==> src/rtl/sw_bt_conditioner_pkg.sv <==
// Shared constants and types for the switch/button conditioner.
package sw_bt_pkg;

  localparam int unsigned DB_CYCLES_DEF   = 10000;
  localparam int unsigned LONG_CYCLES_DEF = 1000000;
  localparam int unsigned REG_W           = 32;
  localparam int unsigned DB_CNT_W        = 32;

  // Counter field is sized for the largest filter; a channel only ever
  // advances the low $clog2(DB_CYCLES) bits and keeps the rest at zero.
  typedef struct packed {
    logic                q;
    logic [DB_CNT_W-1:0] cnt;
  } db_state_t;

endpackage

==> src/rtl/sw_bt_conditioner_if.sv <==
// Peripheral-side signal bundle of the switch/button conditioner.
interface sw_bt_conditioner_if
  import sw_bt_pkg::*;
#(
  parameter int unsigned N_SW = 16,
  parameter int unsigned N_BT = 4
) ();

  logic [N_SW+N_BT-1:0] in;
  logic [N_BT-1:0]      ev_clr;
  logic [REG_W-1:0]     out_sw_bt;
  logic [N_BT-1:0]      ev_flags;
  logic [N_BT-1:0]      lp_flags;
  logic                 irq;

  modport master (
    output in, ev_clr,
    input  out_sw_bt, ev_flags, lp_flags, irq
  );

  modport slave (
    input  in, ev_clr,
    output out_sw_bt, ev_flags, lp_flags, irq
  );

endinterface

==> src/rtl/sw_bt_conditioner_channel.sv <==
// One input channel: synchroniser chain followed by a counter-based debounce filter.
module sw_bt_channel
  import sw_bt_pkg::*;
#(
  parameter int unsigned SYNC_STAGES = 2,
  parameter int unsigned DB_CYCLES   = DB_CYCLES_DEF
) (
  input  logic clk,
  input  logic rst_n,
  input  logic raw_i,
  output logic q_o
);

  localparam int unsigned CW = $clog2(DB_CYCLES);

  logic [SYNC_STAGES-1:0] sync_q, sync_d;
  logic                   s;
  logic [CW-1:0]          cnt_inc;
  db_state_t              st_q, st_d;

  always_comb begin
    sync_d  = {sync_q[SYNC_STAGES-2:0], raw_i};
    s       = sync_q[SYNC_STAGES-1];
    cnt_inc = st_q.cnt[CW-1:0] + CW'(1);
    st_d    = st_q;
    if (s == st_q.q) begin
      st_d.cnt = '0;
    end else if (st_q.cnt == DB_CNT_W'(DB_CYCLES - 1)) begin
      st_d.q   = s;
      st_d.cnt = '0;
    end else begin
      st_d.cnt = DB_CNT_W'(cnt_inc);
    end
  end

  always_ff @(posedge clk or negedge rst_n) begin
    if (!rst_n) begin
      sync_q <= '0;
      st_q   <= '0;
    end else begin
      sync_q <= sync_d;
      st_q   <= st_d;
    end
  end

  assign q_o = st_q.q;

endmodule

==> src/rtl/sw_bt_conditioner.sv <==
// Switch/button conditioner: debounced levels, sticky press flags and irq.
// Optional long-press detection is built when SWBT_LONG_PRESS_EN is defined.
module sw_bt_conditioner
  import sw_bt_pkg::*;
#(
  parameter int unsigned N_SW        = 16,
  parameter int unsigned N_BT        = 4,
  parameter int unsigned SYNC_STAGES = 2,
  parameter int unsigned DB_CYCLES   = DB_CYCLES_DEF,
  parameter int unsigned LONG_CYCLES = LONG_CYCLES_DEF
) (
  input  logic                 clk,
  input  logic                 rst_n,
  sw_bt_conditioner_if.slave   bus
);

  localparam int unsigned N_CH = N_SW + N_BT;

  if (N_CH > REG_W) begin : g_err_width
    $error("sw_bt_conditioner: N_SW+N_BT must not exceed 32");
  end
  if (SYNC_STAGES < 2) begin : g_err_sync
    $error("sw_bt_conditioner: SYNC_STAGES must be >= 2");
  end
  if (DB_CYCLES < 2) begin : g_err_db
    $error("sw_bt_conditioner: DB_CYCLES must be >= 2");
  end
  if (LONG_CYCLES < 1) begin : g_err_long
    $error("sw_bt_conditioner: LONG_CYCLES must be >= 1");
  end

  logic [N_CH-1:0] q_all;
  logic [N_BT-1:0] btn_q;
  logic [N_BT-1:0] btn_dly_q;
  logic [N_BT-1:0] ev_q, ev_d;

  for (genvar i = 0; i < N_CH; i++) begin : g_ch
    sw_bt_channel #(
      .SYNC_STAGES (SYNC_STAGES),
      .DB_CYCLES   (DB_CYCLES)
    ) u_ch (
      .clk   (clk),
      .rst_n (rst_n),
      .raw_i (bus.in[i]),
      .q_o   (q_all[i])
    );
  end

  assign btn_q = q_all[N_CH-1:N_SW];

  // Rising edge of the debounced button level sets the flag; set beats clear.
  always_comb begin
    ev_d = (ev_q & ~bus.ev_clr) | (btn_q & ~btn_dly_q);
  end

  always_ff @(posedge clk or negedge rst_n) begin
    if (!rst_n) begin
      btn_dly_q <= '0;
      ev_q      <= '0;
    end else begin
      btn_dly_q <= btn_q;
      ev_q      <= ev_d;
    end
  end

`ifdef SWBT_LONG_PRESS_EN
  localparam int unsigned LW = $clog2(LONG_CYCLES + 1);

  logic [N_BT-1:0][LW-1:0] hold_q, hold_d;
  logic [N_BT-1:0]         lp_q, lp_d;

  // Hold counter saturates at LONG_CYCLES so the flag is set only once per press.
  always_comb begin
    hold_d = hold_q;
    lp_d   = lp_q & ~bus.ev_clr;
    for (int unsigned i = 0; i < N_BT; i++) begin
      if (!btn_q[i]) begin
        hold_d[i] = '0;
      end else if (hold_q[i] != LW'(LONG_CYCLES)) begin
        hold_d[i] = hold_q[i] + LW'(1);
        if (hold_q[i] == LW'(LONG_CYCLES - 1)) begin
          lp_d[i] = 1'b1;
        end
      end
    end
  end

  always_ff @(posedge clk or negedge rst_n) begin
    if (!rst_n) begin
      hold_q <= '0;
      lp_q   <= '0;
    end else begin
      hold_q <= hold_d;
      lp_q   <= lp_d;
    end
  end

  always_comb begin
    bus.lp_flags = lp_q;
    bus.irq      = (|ev_q) | (|lp_q);
  end
`else
  always_comb begin
    bus.lp_flags = '0;
    bus.irq      = |ev_q;
  end
`endif

  always_comb begin
    bus.out_sw_bt            = '0;
    bus.out_sw_bt[N_CH-1:0]  = q_all;
    bus.ev_flags             = ev_q;
  end

endmodule

==> src/flat_wrapper.sv <==
// flat-port wrapper written by rule: the top's interface ports become plain ports
module sw_bt_conditioner_flat import sw_bt_pkg::*;
#(
  parameter int unsigned N_SW        = 16,
  parameter int unsigned N_BT        = 4,
  parameter int unsigned SYNC_STAGES = 2,
  parameter int unsigned DB_CYCLES   = DB_CYCLES_DEF,
  parameter int unsigned LONG_CYCLES = LONG_CYCLES_DEF
)
  (clk, rst_n, bus_in, bus_ev_clr, bus_out_sw_bt, bus_ev_flags, bus_lp_flags, bus_irq);
  sw_bt_conditioner_if #(.N_SW(N_SW), .N_BT(N_BT)) bus_i ();
  input  logic clk;
  input  logic rst_n;
  input wire logic [$bits(bus_i.in)-1:0] bus_in;
  input wire logic [$bits(bus_i.ev_clr)-1:0] bus_ev_clr;
  output wire logic [$bits(bus_i.out_sw_bt)-1:0] bus_out_sw_bt;
  output wire logic [$bits(bus_i.ev_flags)-1:0] bus_ev_flags;
  output wire logic [$bits(bus_i.lp_flags)-1:0] bus_lp_flags;
  output wire logic [$bits(bus_i.irq)-1:0] bus_irq;
  assign bus_i.in = bus_in;
  assign bus_i.ev_clr = bus_ev_clr;
  assign bus_out_sw_bt = bus_i.out_sw_bt;
  assign bus_ev_flags = bus_i.ev_flags;
  assign bus_lp_flags = bus_i.lp_flags;
  assign bus_irq = bus_i.irq;
  sw_bt_conditioner #(.N_SW(N_SW), .N_BT(N_BT), .SYNC_STAGES(SYNC_STAGES), .DB_CYCLES(DB_CYCLES), .LONG_CYCLES(LONG_CYCLES)) u_core (.clk(clk), .rst_n(rst_n), .bus(bus_i));
endmodule
==> config.mk <==
export PLATFORM = sky130hd
export DESIGN_NAME = sw_bt_conditioner_flat
export DESIGN_NICKNAME = d
export VERILOG_FILES = /design/src/rtl/sw_bt_conditioner_pkg.sv /design/src/rtl/sw_bt_conditioner_if.sv /design/src/rtl/sw_bt_conditioner_channel.sv /design/src/rtl/sw_bt_conditioner.sv /design/src/flat_wrapper.sv
export SDC_FILE = /design/constraint.sdc
export NUM_CORES = 1
export LEC_CHECK = 0
export ABC_AREA = 1
export CORE_UTILIZATION = 50
export CTS_BUF_LIST = sky130_fd_sc_hd__clkbuf_2
export CTS_CLUSTER_DIAMETER = 200
export DETAILED_ROUTE_END_ITERATION = 12
export GPL_TIMING_DRIVEN = 0
export PLACE_DENSITY = 0.66
export SETUP_SLACK_MARGIN = 0.1
export SLEW_MARGIN = 15
export SYNTH_ARGS = -nofsm -noshare
export SYNTH_HDL_FRONTEND = slang
export SYNTH_SLANG_ARGS = --single-unit
==> constraint.sdc <==
create_clock -name clk -period 1.4 [get_ports clk]
set_clock_uncertainty 0.1 [all_clocks]
set_input_delay 0.28 -clock clk [delete_from_list [all_inputs] [get_ports clk]]
set_output_delay 0.28 -clock clk [all_outputs]
set_load 0.05 [all_outputs]
# Yosys cells after proc, flatten, opt, wreduce, memory -nomap -nowiden
# Cells that the tools add are included.
# word_totals
regBits	708
inputBits	26
output_inout_bits	41
word_cells	208
# classes
add_sub_neg	20
n_eq_ne	40
mux	40
bitwise_logic	25
n_reduce_logical	21
# ops
operator	n
equality test 32 x 14 -> 1 bit, second input constant	20
2-to-1 mux 32 bit	20
adder 14 x 1 -> 14 bit, second input constant	20
2-to-1 mux 14 bit	20
AND reduction 2 bit	20
equality test 1 bit	20
NOT 1 bit	20
AND 4 bit	2
NOT 4 bit	2
bitwise OR 4 bit	1
OR reduction 4 bit	1

# Depth between registers and ports, before layout
# Gate-level depths: netlist of run 1.
# depth
depth_word	3
depth_mapped	8
depth_no_buf	8

# By module
# From an unflattened synthesis of run 1, not the netlist that was laid out.
# hier_totals
cells_unflattened	2266
hier_area_um2	18555.3
# modules_own_cells
module	n_inst	cells_each	area_each_um2	seq_area_each_um2
sw_bt_channel at u_core.g_ch[0].u_ch ...	19	111	908.4	425.4
sw_bt_channel at u_core.g_ch[19].u_ch	1	109	885.8	425.4
sw_bt_conditioner	1	48	410.4	200.2

# Worst setup path before layout of run 1
# Ideal clock, no wire load.
# synth_timing
kind	flip-flop to output port
from	reg u_core.ev_q[2], in the netlist u_core.bus.ev_flags[2]
to	out bus_irq
arrival_ns	1.165
required_time_ns	1.020
slack_ns	-0.145
stages_incl_launch_ff	3
n_path_buf	0
path_cell_list	dfrtp_1 > inv_1 > nand4_1
# synth_between
elab_chain_cells	1
# synth_lines
element	line_no	source
start: declaration	sw_bt_conditioner.sv:35	logic [N_BT-1:0] ev_q, ev_d;
start signal: assignment	sw_bt_conditioner.sv:62	ev_q <= ev_d;
OR reduction 4 bit	sw_bt_conditioner.sv:105	bus.irq = |ev_q;
end: declaration	flat_wrapper.sv:19	output wire logic [$bits(bus_i.irq)-1:0] bus_irq;
# No other way between the ends.

# Worst setup path after layout of run 1
# layout_timing
from	reg u_core.ev_q[0], in the netlist u_core.bus.ev_flags[0]
to	out bus_irq
# The elaborated chain is that of the path after synthesis.

==> run summary, run 1 <==
# Max-Cap Violations: 0
Vias in the first global route: 14.4k
Pre-CTS setup slack: -420 ps
Worst setup SP type: flip-flop
Final ANT Viol Nets: 0
Arr. time, crit path: 1770 ps
Layout cells sized above 1: 43.6%
Synth top area cells: dfrtp_1, nor2_1, nand2_1
R2R depth: 6
Part of the Yosys area used for sequential elements: 48.9%
Yosys cell types: 26
Via density: 5.06
CTS HTree Levels: 3
Crit path cell chain: inv_2, nand4_1, buf_6
Initial antenna violation count: 2
GR Overflow Total: 0
Hpwl dp: 22000 µm
Fmax: 466 MHz
First-pass GRT wire length: 63400 µm
Final Critical Period: 2150 ps
Slew headroom: 66.3%
Clock slew at reported path FFs: 110 ps
Nets: 2604
Outcome: complete, but fails checks
Row cnt: 68
Worst R2R Start: u_core.g_ch[16].u_ch.st_q[0]
Cell area after synthesis: 0.0178 mm²
CP Capture Type: output pin
Initial DRC Count: 719
Gp weighted congestion: 0.866
Die Y: 191 µm
DRC Markers: 0
Placeable Area: 0.0348 mm²
Initial Util: 51.1%
Leakage: 0.0110 µW
Router iterations before antenna repair: 6
Clock network power share: 37.3%
Reg2reg end: u_core.g_ch[16].u_ch.st_q[3]
Slew Viols, Final: 0
Worst skew pair latency: 1010 ps
CP required: 1020 ps
Hold buffers post-CTS: 25
Sequential share of power: 53.4%
CTS tree: built
Register bit total from synthesis: 348
Switching Share: 28.6%
R2R setup slack: -50 ps
Yosys Warn Count: 0
Final total power: 19700 µW
Combinational power share: 9.2%
Max FO, Critical Path: 2
Area Growth Syn to Fin: 44.3%
Total track usage: 20.6%
Sink Count: 348
Port bufs: 50
Worst setup margin: -746 ps
Pin count of the biggest net entering global routing: 105
WL final: 41000 µm
TritonCTS buffer count: 93
Critical Path Max Stage Delay: 430 ps
RSZ-0062 raised after global routing: true
Syn_area_per_cell: 8.26 µm²
Worst hold slack: -248 ps
Cell internal pwr: 14100 µW
Die Area: 0.0364 mm²
Actual slew at the worst max-slew pin: 506 ps
Synth top area share: 48.9%
Fin. Hold Viols: 58
Clk Tree Root Cell: clkbuf_2
Cell type with the largest total area after synthesis: dfrtp_1
Final setup viols: 33
DR WL/cell: 13.4 µm
Post-Syn Instances: 2155
Slowest CP cell: dfrtp_2
Min-Delay Path Class: primary input to async pin
Period utilization: 153%
Maximum vdd drop: 0.610 mV
Failing checks: hold timing, setup timing
Top-Level Pins: 67
Via count: 15.5k
Psw: 5640 µW
Pwr dens: 766 mW/mm²
Die width: 191 µm
Crit path kind: flip-flop to output pin
Final core occ: 73.8%
Aggregate negative setup slack: -15980 ps
Clock buffer depth: 3
==> through the flow <==
stage	cell area, µm²	instances
floorplan	17900	2170
global placement	18900	2675
detailed placement	19000	2678
CTS	22200	2945
global route	25700	3067
finish	25700	3067
==> sequential cells by signal (all words and copies together) (netlist names) <==
register	flops
u_core.g_ch.u_ch.st_q	280
u_core.g_ch.u_ch.q_o	20
u_core.btn_dly_q	4
u_core.g_ch.u_ch.sync_q	40
u_core.bus.ev_flags	4
==> synth_stat cells <==
cell	number
a21oi_1	16
a31oi_1	20
buf_4	36
conb_1	1
dfrtp_1	348
ha_1	40
inv_1	226
inv_2	4
nand2_1	418
nand2_2	19
nand3_1	164
nand3_2	16
nand3b_1	23
nand4_1	72
nor2_1	515
nor2_2	29
nor2_4	4
nor3_1	21
nor3_2	1
nor3b_1	2
nor3b_2	4
o21bai_1	29
o22ai_1	4
xnor2_1	65
xor2_1	62
xor2_2	16
==> cells by family after synthesis <==
| group | count (synthesis) | share of synthesized area [%] |
|---|---|---|
| other | 1 | 0.0211 |
| buffers and inverters | 266 | 6.37 |
| adders and majority gates | 40 | 2.81 |
| and+or+nand+nor | 1288 | 31.6 |
| DFF | 348 | 48.9 |
| xor gates and xnor gates | 143 | 7.71 |
| AOI/OAI and AO/OA | 69 | 2.52 |
==> layout by cell type, fill, tap and decap left out, types with 24 or more instances in the layout <==
| cell type | instances |
|---|---|
| inv_1 | 166 |
| nand2_2 | 73 |
| clkdlybuf4s50_1 | 24 |
| dfrtp_1 | 276 |
| nor2_1 | 274 |
| nand3_2 | 48 |
| clkbuf_2 | 123 |
| buf_6 | 51 |
| nand2_1 | 319 |
| nor2_4 | 159 |
| nand3_1 | 88 |
| nand2_4 | 27 |
| nand3_4 | 44 |
| nand4_1 | 72 |
| dfrtp_2 | 72 |
| o21bai_1 | 29 |
| nor2_2 | 115 |
| buf_4 | 174 |
| xnor2_1 | 55 |
| xor2_1 | 40 |
| inv_2 | 51 |
| dlygate4sd3_1 | 25 |
==> power groups by stage <==
stage,registers [µW],clock network [µW],logic (µW)
after global placement,10600,0,877
after global routing,10600,8190,2000
after floorplan,10600,0,537
final,10500,7350,1820
after CTS,10500,7640,1290
after detailed placement,10600,0,930
==> metal layers <==
layer	GRT usage [%]	vias up	routed length (µm)
met3	4.36	102	1440
met2	33.7	282	21200
met1	26.8	7527	17400
li1	-	7612	-
met5	0	-	0
met4	8.15	0	1000
==> critical path: cells and delay by family, from the launching register on <==
kind	cells	cell delay (ps)
buffers and inverters	2	230
flip-flops	1	430
AND/OR/NAND/NOR	1	100
==> how the worst max path moves through the flow <==
stage / start / to / cells after the start
2_1_floorplan: u_core.bus.ev_flags[0] / bus_irq / 2
3_3_place_gp: rst_n / u_core.bus.ev_flags[2] / 1
3_5_place_dp: u_core.g_ch[17].u_ch.q_o / bus_out_sw_bt[17] / 2
4_1_cts: u_core.bus.ev_flags[3] / bus_irq / 3
5_1_grt: u_core.bus.ev_flags[0] / bus_irq / 3
6_report: u_core.bus.ev_flags[0] / bus_irq / 3
==> final cells by class <==
type                            count  area (µm²)
Buffer                             36         345
Inverter                          230         901
Antenna cell                        5        12.5
Clock inverter                     41         249
Timing Repair Buffer              272        2610
Tap cell                          455         569
Sequential cell                   348        8800
Fill cell                        2400        9110
Multi-Input combinational cell   1557       11600
Clock buffer                      123         616
==> what timing repair did <==
item,in CTS,in global routing
pin swaps,96,214
gates cloned,1,0
buffers inserted,77,124
gates resized for setup,555,637
hold endpoints to repair,372,58
endpoints found under the setup margin,253,318
Note: power is estimated with default switching activity, not from simulation.
==> run 2: changes to the inputs <==
- CORE_MARGIN: not set -> 5
==> run summary, run 2 (same netlist as run 1, synthesis figures left out) <==
Outcome: complete, but fails checks (unchanged)
Failing checks: hold timing, setup timing (unchanged)
Slowest CP cell: dfrtp_2 (unchanged)
Initial DRC Count: 653 (was 719)
Initial antenna violation count: 2 (unchanged)
Row cnt: 69 (was 68)
Area Growth Syn to Fin: 40.4% (was 44.3%)
Pwr dens: 768 mW/mm² (was 766 mW/mm²)
Crit path cell chain: inv_2, nand4_1, buf_6 (unchanged)
Maximum vdd drop: 0.544 mV (was 0.610 mV)
CTS HTree Levels: 3 (unchanged)
CP Capture Type: output pin (unchanged)
Via density: 5.05 (was 5.06)
Final setup viols: 43 (was 33)
GR Overflow Total: 0 (unchanged)
Gp weighted congestion: 0.851 (was 0.866)
R2R depth: 6 (unchanged)
Fin. Hold Viols: 282 (was 58)
Critical Path Max Stage Delay: 430 ps (about the same)
Clk Tree Root Cell: clkbuf_2 (unchanged)
Min-Delay Path Class: primary input to async pin (unchanged)
Pre-CTS setup slack: -379 ps (was -420 ps)
Layout cells sized above 1: 40.8% (was 43.6%)
Final total power: 19200 µW (was 19700 µW)
Crit path kind: flip-flop to output pin (unchanged)
Sink Count: 348 (unchanged)
Max FO, Critical Path: 2 (unchanged)
Slew Viols, Final: 0 (unchanged)
DR WL/cell: 13.3 µm (was 13.4 µm)
CP required: 1020 ps (about the same)
Placeable Area: 0.0354 mm² (was 0.0348 mm²)
Reg2reg end: u_core.g_ch[3].u_ch.st_q[12] (was u_core.g_ch[16].u_ch.st_q[3])
TritonCTS buffer count: 94 (was 93)
Leakage: 0.0110 µW (about the same)
Pin count of the biggest net entering global routing: 105 (unchanged)
Port bufs: 50 (unchanged)
Die Area: 0.0395 mm² (was 0.0364 mm²)
Die width: 199 µm (was 191 µm)
R2R setup slack: -60 ps (was -50 ps)
Slew headroom: 56.7% (was 66.3%)
Worst hold slack: -821 ps (was -248 ps)
# Max-Cap Violations: 0 (unchanged)
WL final: 40700 µm (was 41000 µm)
Fmax: 473 MHz (was 466 MHz)
Worst setup margin: -714 ps (was -746 ps)
Initial Util: 50.3% (was 51.1%)
Final Critical Period: 2110 ps (was 2150 ps)
Period utilization: 151% (was 153%)
Worst path buffer plus inverter count: 2 (unchanged)
Final ANT Viol Nets: 0 (unchanged)
Die Y: 199 µm (was 191 µm)
Via count: 15.4k (was 15.5k)
RSZ-0062 raised after global routing: true (unchanged)
Largest Register: u_core.g_ch.u_ch.st_q (unchanged)
DRC Markers: 0 (unchanged)
Worst skew pair latency: 980 ps (was 1010 ps)
Worst R2R Start: u_core.g_ch[3].u_ch.st_q[1] (was u_core.g_ch[16].u_ch.st_q[0])
Top-Level Pins: 67 (unchanged)
First-pass GRT wire length: 63300 µm (was 63400 µm)
Max reg flops: 280 (unchanged)
Most common cell after layout, fill and taps aside: nand2_1 (unchanged)
Crit path max-delay family: flip-flops (unchanged)
Clock slew at reported path FFs: 110 ps (about the same)
Worst setup SP type: flip-flop (unchanged)
Router iterations before antenna repair: 5 (was 6)
Total track usage: 18.6% (was 20.6%)
Actual slew at the worst max-slew pin: 650 ps (was 506 ps)
Vias in the first global route: 14.8k (was 14.4k)
Fill cells: 2654 (was 2400)
Hold buffers post-CTS: 24 (was 25)
Arr. time, crit path: 1730 ps (was 1770 ps)
Clock buffer depth: 3 (unchanged)
Hpwl dp: 22400 µm (was 22000 µm)
Commonest cells after routing, fill and taps aside: nand2_1, nor2_1, dfrtp_1 (was nand2_1, dfrtp_1, nor2_1)
Nets: 2591 (was 2604)
CTS tree: built (unchanged)
## run 2: changes by cell type in the layout (fill, tap and decap cells not counted), moves of 10 or more
cell / before / now
nor2_4: 159 / 119
nor2_1: 274 / 308
clkbuf_2: 123 / 141
dfrtp_1: 276 / 289
dfrtp_2: 72 / 59
nand2_2: 73 / 60
nand2_1: 319 / 331
clkinv_2: 13 / 3
## run 2: cell type report
cell class	instances	area [µm²]	share of cell area, %
multi-input combinational	1557	11100	44.6
inverter	230	888	3.55
sequential	348	8780	35.1
clock buffer	141	706	2.82
timing repair buffer	258	2440	9.76
buffer	36	345	1.38
antenna	3	7.51	0.0300
tap	461	577	2.31
clock inverter	20	105	0.420
## run 2: layer usage
metal  GRT usage [%]  vias up  wire length (µm)
met1            23.4     7465             16900
met3            4.17       82              1540
met2            31.8      298             21400
li1                -     7569                 -
met5               0        -                 0
met4            6.48        0               810
## run 2: worst max-delay path by stage
stage	to	slack, ps	cells past startpoint	startpoint
floorplan	bus_irq	-50	2	u_core.bus.ev_flags[0]
global placement	u_core.bus.ev_flags[0]	-16750	1	rst_n
detailed placement	bus_out_sw_bt[16]	-380	2	u_core.g_ch[16].u_ch.q_o
CTS	bus_irq	-840	3	u_core.bus.ev_flags[3]
global route	bus_irq	-900	3	u_core.bus.ev_flags[2]
finish	bus_irq	-710	3	u_core.bus.ev_flags[0]
## run 2: repair_timing
item / in CTS / in global routing
setup endpoints to repair: 257 / 311
pin swaps: 97 / 200
gates resized for setup: 537 / 531
gates cloned: 1 / 0
endpoints found under the hold margin: 306 / 282
setup buffers: 98 / 91
## run 2: stage by stage
step | cells | instance area [µm²] | setup TNS [ps] | utilization [%] | hold WS (ps)
after floorplan | 2170 | 17900 | -47.5 | - | -116
after global placement | 2681 | 18900 | -5375310 | 53.5 | 231
after detailed placement | 2684 | 19000 | -40780 | 53.7 | 225
after CTS | 2967 | 22300 | -18190 | 63.0 | -915
after global routing | 3054 | 25000 | -22670 | 70.6 | -867
final | 3054 | 25000 | -15270 | 70.6 | -821
## run 2: power breakdown
part | switching (µW) | total [µW] | internal [µW]
Sequential | 246 | 10500 | 10200
Combinational | 931 | 1670 | 738
Clock | 4210 | 7030 | 2830
Total | 5390 | 19200 | 13800
==> run 3: changes to the inputs <==
- PLACE_DENSITY: 0.66 -> 0.63
- clock period: 1.4 -> 2.6 ns (I/O delays scaled with it)
==> run summary, run 3 (same netlist as run 1, synthesis figures left out) <==
Outcome: completed (was complete, but fails checks)
R2R setup slack: 1020 ps (was -60 ps)
Reg2reg end: u_core.g_ch[1].u_ch.st_q[0] (was u_core.g_ch[3].u_ch.st_q[12])
TritonCTS buffer count: 93 (was 94)
Maximum vdd drop: 0.302 mV (was 0.544 mV)
Final total power: 9790 µW (was 19200 µW)
Row cnt: 69 (unchanged)
Initial antenna violation count: 2 (unchanged)
Total track usage: 17.3% (was 18.6%)
RSZ-0062 raised after global routing: true (unchanged)
Final ANT Viol Nets: 0 (unchanged)
Clk Tree Root Cell: clkbuf_2 (unchanged)
Fill cells: 3306 (was 2654)
WL final: 32800 µm (was 40700 µm)
Aggregate negative setup slack: 0 ps (was -15270 ps)
Worst path buffer plus inverter count: 2 (unchanged)
Final setup viols: 0 (was 43)
Fmax: 425 MHz
Crit path cell chain: buf_4, buf_2 (was inv_2, nand4_1, buf_6)
Worst R2R Start: u_core.g_ch[1].u_ch.st_q[0] (was u_core.g_ch[3].u_ch.st_q[1])
Sink Count: 348 (unchanged)
R2R depth: 6 (unchanged)
First-pass GRT wire length: 59000 µm (was 63300 µm)
Die Area: 0.0395 mm² (unchanged)
Die Y: 199 µm (unchanged)
Commonest cells after routing, fill and taps aside: nor2_1, nand2_1, dfrtp_1 (was nand2_1, nor2_1, dfrtp_1)
GR Overflow Total: 0 (unchanged)
Largest Register: u_core.g_ch.u_ch.st_q (unchanged)
Final Critical Period: 2350 ps
DR WL/cell: 11.4 µm (was 13.3 µm)
Fin. Hold Viols: 0 (was 282)
Area Growth Syn to Fin: 12.7% (was 40.4%)
Slew Viols, Final: 0 (unchanged)
Nets: 2414 (was 2591)
Min-Delay Path Class: flip-flop to flip-flop (was primary input to async pin)
Die width: 199 µm (unchanged)
Gp weighted congestion: 0.840 (was 0.851)
Pin count of the biggest net entering global routing: 89 (was 105)
Via count: 13.8k (was 15.4k)
Via density: 4.80 (was 5.05)
Actual slew at the worst max-slew pin: 551 ps (was 650 ps)
Max FO, Critical Path: 5 (was 2)
CTS HTree Levels: 3 (unchanged)
Slowest CP cell: dfrtp_2 (unchanged)
Port bufs: 50 (unchanged)
Max reg flops: 280 (unchanged)
CP required: 1980 ps (was 1020 ps)
DRC Markers: 0 (unchanged)
Worst setup path startpoint: u_core.g_ch[16].u_ch.q_o (was u_core.bus.ev_flags[0])
Period utilization: 90.4%
CP endpoint: bus_out_sw_bt[16] (was bus_irq)
Slew headroom: 63.3% (was 56.7%)
Placeable Area: 0.0354 mm² (unchanged)
Critical Path Max Stage Delay: 440 ps (was 430 ps)
CTS tree: built (unchanged)
Fin area: 0.0201 mm² (was 0.0250 mm²)
Initial Util: 50.3% (unchanged)
Clock buffer depth: 3 (unchanged)
Leakage: 0.00944 µW (was 0.0110 µW)
Top-Level Pins: 67 (unchanged)
Vias in the first global route: 13.7k (was 14.8k)
# Max-Cap Violations: 0 (unchanged)
Pwr dens: 488 mW/mm² (was 768 mW/mm²)
Layout cells sized above 1: 12.8% (was 40.8%)
CP Capture Type: output pin (unchanged)
Hpwl dp: 22700 µm (was 22400 µm)
Worst setup SP type: flip-flop (unchanged)
Crit path max-delay family: flip-flops (unchanged)
Initial DRC Count: 593 (was 653)
Router iterations before antenna repair: 5 (unchanged)
Worst skew pair latency: 930 ps (was 980 ps)
Most common cell after layout, fill and taps aside: nor2_1 (was nand2_1)
Critical Path Stages: 2 (was 3)
Clock slew at reported path FFs: 100 ps (was 110 ps)
Placed Area: 0.0190 mm² (about the same)
Arr. time, crit path: 1730 ps (about the same)
Crit path kind: flip-flop to output pin (unchanged)
run 3: cell types whose count changed in the layout (fill, tap and decap cells not counted), moves of 55 or more:
cell	before	now
dfrtp_1	289	344
buf_4	166	48
nand2_1	331	418
nor2_2	121	29
nor2_4	119	4
nand3_1	86	164
dfrtp_2	59	4
nor2_1	308	515
inv_1	170	225
run 3: how the worst min path moves through the flow:
stage | from | slack (ps) | end | cells after the start
floorplan | rst_n | 120 | u_core.btn_dly_q[0] | 0
global placement | u_core.g_ch[16].u_ch.sync_q[0] | 230 | u_core.g_ch[16].u_ch.sync_q[1] | 0
detailed placement | u_core.g_ch[0].u_ch.sync_q[0] | 230 | u_core.g_ch[0].u_ch.sync_q[1] | 0
CTS | u_core.g_ch[8].u_ch.sync_q[0] | 250 | u_core.g_ch[8].u_ch.sync_q[1] | 0
global route | u_core.g_ch[14].u_ch.sync_q[0] | 260 | u_core.g_ch[14].u_ch.sync_q[1] | 0
finish | u_core.g_ch[14].u_ch.sync_q[0] | 250 | u_core.g_ch[14].u_ch.sync_q[1] | 0
run 3: area by class of cell:
| cell class | count | area, µm² | area share (%) |
|---|---|---|---|
| timing repair buffer | 83 | 837 | 4.17 |
| sequential | 348 | 8710 | 43.4 |
| tap | 461 | 577 | 2.87 |
| multi-input combinational | 1556 | 8010 | 39.9 |
| antenna | 2 | 5.00 | 0.0249 |
| clock inverter | 24 | 123 | 0.611 |
| buffer | 36 | 270 | 1.35 |
| inverter | 230 | 863 | 4.30 |
| clock buffer | 133 | 666 | 3.32 |
run 3: report_power, final:
part | internal (µW) | switching, µW
logic | 199 | 326
registers | 5510 | 105
clock network | 1460 | 2190
run 3: metrics by stage:
step | hold WS, ps | setup WS [ps] | utilization (%) | std cells
global placement | 232 | -14510 | 53.5 | 2681
detailed placement | 235 | 534 | 53.8 | 2685
finish | 254 | 249 | 56.7 | 2873
global route | 264 | 48.9 | 56.7 | 2873
CTS | 252 | 37.1 | 56.6 | 2868
floorplan | 124 | 815 | - | 2170
run 3: repair_timing:
action | CTS | global route
gates resized for setup | 130 | 9
hold buffers | 26 | 0
pin swaps | 0 | 1
buffers inserted | 0 | 3
endpoints found under the hold margin | 230 | 0
setup endpoints to repair | 25 | 6
run 3: layer usage:
metal  up-vias  routed length, µm  GRT usage, %
met5         -                  0             0
met3        52               1130          4.17
met4         0                646          6.31
met1      6351              15500          22.1
met2       189              15500          28.9
li1       7207                  -             -
